`src/rtl/fifo_rd_streamer.sv`:
```
// Drains a synchronous FIFO with one-cycle read latency into a valid/ready stream framed every PKT_LEN beats.
// Optional per-beat/per-packet counters are enabled with FIFO_RD_STREAMER_STATS_EN.
module fifo_rd_streamer #(
  parameter int unsigned DATA_WIDTH = 16,
  parameter int unsigned PKT_LEN    = 4
) (
  input  logic                  clk,
  input  logic                  rst,
  input  logic                  enable,
  input  logic                  fifo_empty,
  input  logic [DATA_WIDTH-1:0] fifo_data_out,
  output logic                  fifo_rd_en,
  output logic [DATA_WIDTH-1:0] m_data,
  output logic                  m_valid,
  input  logic                  m_ready,
  output logic                  m_last,
  output logic                  busy
`ifdef FIFO_RD_STREAMER_STATS_EN
  ,
  output logic [15:0]           beat_total,
  output logic [15:0]           pkt_total
`endif
);

  localparam int unsigned   BW        = (PKT_LEN > 1) ? $clog2(PKT_LEN) : 1;
  localparam logic [BW-1:0] LAST_BEAT = BW'(PKT_LEN - 1);

  typedef enum logic [1:0] {
    IDLE,
    RUN,
    DRAIN
  } state_e;

  state_e                  state_q, state_d;
  logic [1:0]              occ_q, occ_d;
  logic                    inflight_q;
  logic                    wr_ptr_q, rd_ptr_q;
  logic [DATA_WIDTH-1:0]   mem_q [2];
  logic [BW-1:0]           beat_q, beat_d;
  logic                    push, pop;
  logic [2:0]              credit;

  assign push = inflight_q;
  assign pop  = m_valid & m_ready;

  // Slots already claimed (held + in flight), net of the word leaving this cycle.
  assign credit     = {1'b0, occ_q} + {2'b00, inflight_q} - {2'b00, pop};
  assign fifo_rd_en = enable & ~fifo_empty & ~rst & (credit < 3'd2);

  assign m_valid = (occ_q != 2'd0);
  assign m_data  = mem_q[rd_ptr_q];
  assign m_last  = m_valid & (beat_q == LAST_BEAT);
  assign busy    = (state_q != IDLE);

  always_comb begin
    occ_d = occ_q;
    if (push && !pop) begin
      occ_d = occ_q + 2'd1;
    end else if (pop && !push) begin
      occ_d = occ_q - 2'd1;
    end
  end

  always_comb begin
    beat_d = beat_q;
    if (pop) begin
      beat_d = (beat_q == LAST_BEAT) ? '0 : beat_q + 1'b1;
    end
  end

  always_comb begin
    state_d = state_q;
    case (state_q)
      IDLE: begin
        if (enable) state_d = RUN;
      end
      RUN: begin
        if (!enable) state_d = ((occ_q != 2'd0) || inflight_q) ? DRAIN : IDLE;
      end
      DRAIN: begin
        if (enable) begin
          state_d = RUN;
        end else if ((occ_q == 2'd0) && !inflight_q) begin
          state_d = IDLE;
        end
      end
      default: state_d = IDLE;
    endcase
  end

  always_ff @(posedge clk) begin
    if (rst) begin
      state_q    <= IDLE;
      occ_q      <= '0;
      inflight_q <= 1'b0;
      wr_ptr_q   <= 1'b0;
      rd_ptr_q   <= 1'b0;
      mem_q[0]   <= '0;
      mem_q[1]   <= '0;
      beat_q     <= '0;
    end else begin
      state_q    <= state_d;
      occ_q      <= occ_d;
      inflight_q <= fifo_rd_en;
      beat_q     <= beat_d;
      if (push) begin
        mem_q[wr_ptr_q] <= fifo_data_out;
        wr_ptr_q        <= ~wr_ptr_q;
      end
      if (pop) begin
        rd_ptr_q <= ~rd_ptr_q;
      end
    end
  end

`ifdef FIFO_RD_STREAMER_STATS_EN
  always_ff @(posedge clk) begin
    if (rst) begin
      beat_total <= '0;
      pkt_total  <= '0;
    end else if (pop) begin
      beat_total <= beat_total + 16'd1;
      if (m_last) pkt_total <= pkt_total + 16'd1;
    end
  end
`endif

endmodule

```
`config.mk`:
```
export PLATFORM = sky130hd
export DESIGN_NAME = fifo_rd_streamer
export DESIGN_NICKNAME = d
export VERILOG_FILES = /design/src/rtl/fifo_rd_streamer.sv
export SDC_FILE = /design/constraint.sdc
export NUM_CORES = 1
export LEC_CHECK = 0
export ABC_AREA = 1
export BUFFER_PORTS_ARGS = -buffer_cell sky130_fd_sc_hd__buf_2
export CORE_MARGIN = 10
export CORE_UTILIZATION = 57
export CTS_CLUSTER_SIZE = 8
export DETAILED_ROUTE_END_ITERATION = 10
export HOLD_SLACK_MARGIN = 0.15
export PLACE_DENSITY = 0.86
export SYNTH_ARGS = -nofsm -noshare
export SYNTH_HDL_FRONTEND = slang
export SYNTH_SLANG_ARGS = --single-unit
```
`constraint.sdc`:
```
create_clock -name clk -period 4.9 [get_ports clk]
set_input_delay 0.245 -clock clk [delete_from_list [all_inputs] [get_ports clk]]
set_output_delay 0.245 -clock clk [all_outputs]
set_load 0.02 [all_outputs]
```
==> impl_metrics.csv <==
group,metric,value,unit
sta,fin_skew,0.0101,ns
sta,finalMaxSlewViolations,0,
worst_hold_path,cells_on_worst_hold_path,3,
final_layout,layout-drive-gt1-share,0.330,
sta,final.setup.worst_slack,2.26,ns
placement,gp_congestion,0.735,
worst_setup_path,crit_chain,"nor2_2 > nor2_2 > ha_1 > nor2_1 > inv_1 > fa_1 > xnor2_1 > and3_1 > buf_2",
sta,worst_slew_margin_rel,0.419,
final_layout,register_area,1160,um2
clock_network,ctsRootBufferMaster,"sky130_fd_sc_hd__clkbuf_4",
worst_setup_path,critical_path.slowest_cell,"sky130_fd_sc_hd__dfxtp_1",
sta,hold_violation_total_from_the_final_report,0,
yosys,synth_area_per_cell,11.3,um2
clock_network,h-tree-depth,2,
worst_setup_path,critical_path.most_common_cell,"sky130_fd_sc_hd__nor2_2",
yosys,synthesis.area,1930,um2
clock_network,insertion_delay,0.35,ns
floorplanning,std_cell_rows,21,
worst_setup_path,critical_path.startpoint_type,"flop",
yosys,post_synth_xor_area_fraction,0.00454,
yosys,netlist.top_cell.by_area,"sky130_fd_sc_hd__edfxtp_1",
clock_network,cts-root-to-sink-buffers,2,
placement,pre_cts_ws,2.64,ns
placement,numPortBuffers,40,
route,antenna_violating_nets_post_route,0,
yosys,yosys-mux-area-fraction,0.113,
route,drt-vias-per-instance,4.82,
floorplanning,initial_core_util,0.583,
yosys,synth_seq_cells,42,
route,detail_route.wl_per_cell,13.2,um
route,route.vias.total,1258,
floorplanning,fp.dieH,78.2,um
route,routed_wirelength,3440,um
final_layout,multi_input_comb_area,611,um2
yosys,mappedNetlistNets,196,
pwr,leakagePower,1.05,nW
job,max_cap_violations,0,
route,drtPass1Iterations,4,
grt,grt_pass1_wl,5730,um
grt,number_of_global_route_vias_before_repair,1331,
yosys,synth_area_leaders,"sky130_fd_sc_hd__edfxtp_1 50%, sky130_fd_sc_hd__dfxtp_1 10%, sky130_fd_sc_hd__nor2_1 8.9%, sky130_fd_sc_hd__mux2_4 7.8%, sky130_fd_sc_hd__inv_1 5.3%",
worst_setup_path,worst_ep_arrival_time,2.39,ns
yosys,synth_simple_gate_area_share,0.161,
yosys,synth_top_area_share,0.498,
clock_network,clkSinkCount,42,
yosys,async_s_r_ff_share_synth,0,
worst_setup_path,timing.critical_path.fanout_max,5,
yosys,synth.lib_cells_used.distinct,23,
worst_setup_path,timing.critical_path.required,4.66,ns
clock_network,ctsResizeCount,0,
sta,period_needed,2.64,ns
yosys,largest_family_of_logic_cells_by_synthesized_area,"simple AND/OR/NAND/NOR gates",
clock_network,path_clk_slew,0.13,ns
worst_setup_path,timing.critical_path.max_delay_family,"adder cells",
yosys,number_of_flops_mapped_to_enable_cells_by_yosys,32,
clock_network,number_of_buffers_added_by_the_clock_tree_synthesis_step,5,
worst_setup_path,worst_r2r_path_depth,8,
worst_setup_path,worstSetupEndpointType,"output port",
clock_network,holdBufCountCts,1,
run_status,result_of_the_run,"complete, no violations",
floorplanning,design.core.area,3310,um2
worst_setup_path,cpPeakStageDelay,0.46,ns
sta,rsz_0062_raised_after_global_routing,"false",
yosys,share_of_the_synthesized_area_in_compound_gates_ao_oa_aoi_oai,0.00778,
floorplanning,dieWidth,78.2,um
grt,maximum_number_of_pins_on_one_net_before_global_route_repair,19,
yosys,synth-main-ff-cell,"sky130_fd_sc_hd__edfxtp_1",
sta,worst_pin_slew,0.871,ns
sta,fmaxAchievable,0.379,GHz
worst_hold_path,hold_crit_path_type,"primary input to flop",
final_layout,leading_cell_type_in_the_layout_fill_and_taps_excluded,"sky130_fd_sc_hd__nor2_1",
final_layout,layout-area-overhead-vs-synth,14.4,%
sta,final.period_utilization,0.539,
placement,hpwlAfterDp,2520,um
final_layout,diodes,0,
sta,report.final.setup_viol,0,
floorplanning,design.die.area,6110,um2
pwr,powerDensity,406,nW/um2
final_layout,final_nets,239,
grt,globalRoute.totalOverflow,0,
route,drt_iter0_markers,63,
final_layout,commonest_cells_after_routing_fill_and_taps_aside,"46 x sky130_fd_sc_hd__nor2_1, 40 x sky130_fd_sc_hd__buf_2, 32 x sky130_fd_sc_hd__edfxtp_1, 27 x sky130_fd_sc_hd__inv_1, 13 x sky130_fd_sc_hd__nand2_1",
worst_setup_path,critPathKind,"flop to output port",
final_layout,final.fill_count,268,
yosys,ys_warn_count,0,
sta,tns,0,ns
worst_setup_path,count_of_buffering_cells_on_the_critical_path_with_inverters_included,2,
clock_network,cts_tree,"built",
floorplanning,ioPinCount,41,
grt,globalRouteTotalUtil,0.114,
yosys,synth-seq-area-share,0.602,
clock_network,postCtsSetupBuffers,0,
pwr,irDropWorstVdd,0.000305,V
route,drt_drc_violations_left,0,
worst_setup_path,number_of_cells_on_the_critical_path,9,
yosys,synth_adder_area_share,0.0298,
grt,antenna_violations_before_repair,0,
yosys,postSynthCellCount,171,
==> power by group <==
| part | switching, mW | leakage, nW | total, mW | internal, mW |
|---|---|---|---|---|
| Clock | 0.116 | 0.0318 | 0.174 | 0.0585 |
| Combinational | 0.147 | 0.607 | 0.261 | 0.114 |
| Sequential | 0.0385 | 0.413 | 0.461 | 0.423 |
| Total | 0.301 | 1.05 | 0.896 | 0.595 |
==> state kept, by name, summed over array words and instances (netlist names), named ones only <==
register / cells
rd_ptr_q: 1
occ_q: 2
mem_q: 32
wr_ptr_q: 1
inflight_q: 1
beat_q: 2
state_q: 2
==> worst register-to-register path: stages, from the launching register on <==
cell and delay (ns):
sky130_fd_sc_hd__dfxtp_1 0.46, sky130_fd_sc_hd__nor2_2 0.08, sky130_fd_sc_hd__nor2_2 0.17, sky130_fd_sc_hd__ha_1 0.27
sky130_fd_sc_hd__nor2_1 0.15, sky130_fd_sc_hd__inv_1 0.07, sky130_fd_sc_hd__fa_1 0.38, sky130_fd_sc_hd__xnor2_1 0.14
sky130_fd_sc_hd__and3_1 0.15
==> routing by layer <==
layer	routed length, um	vias up	track usage	share of wire
met5	0	-	0	0
met2	1800	37	0.205	0.52
met1	1310	577	0.112	0.38
met3	235	12	0.0433	0.068
li1	-	632	-	-
met4	89	0	0.0591	0.026
==> cells in the mapped netlist (all sizes together) (2+ instances only) <==
library cell,instances
ha,3
inv,28
nand3,3
nor3,2
and3,2
nand2,14
nor2,49
dfxtp,10
mux2,16
edfxtp,32
buf,5
o21ai,3
==> path summary, 6_finish.rpt <==
kind	from	endpoint	slack [ns]
setup reg to reg	occ_q[1]	inflight_q	2.94
hold / removal	fifo_data_out[12]	mem_q[1][12]	0.20
setup / recovery	occ_q[1]	fifo_rd_en	2.26
hold reg to reg	state_q[0]	state_q[0]	0.52
==> metrics by stage <==
stage                     hold slack, ns  instance area [um2]  power (mW)  utilization  std cells
final                              0.197                 2210       0.896        0.667        261
after global placement             0.489                 2130       0.724        0.645        252
after global routing               0.196                 2210       0.950        0.667        261
after CTS                          0.195                 2210       0.903        0.667        261
after floorplan                    0.396                 1930       0.668            -        171
after detailed placement           0.491                 2130       0.733        0.645        252
==> area by class of cell <==
cell class              instances  share of cell area
flip-flops and latches         42               0.526
multi-input cells              96               0.277
repair buffers                 41              0.0952
inverters                      28              0.0476
well taps                      46              0.0261
clock buffers                   5              0.0170
clock inverters                 3              0.0113
==> cells by family after synthesis <==
| group | Yosys count |
|---|---|
| muxes | 16 |
| and+or+nand+nor | 72 |
| AOI/OAI and AO/OA | 3 |
| buffers and inverters | 33 |
| xor gates and xnor gates | 1 |
| adders and majority gates | 4 |
| DFF | 42 |
Power figures use the tool's default switching activity.
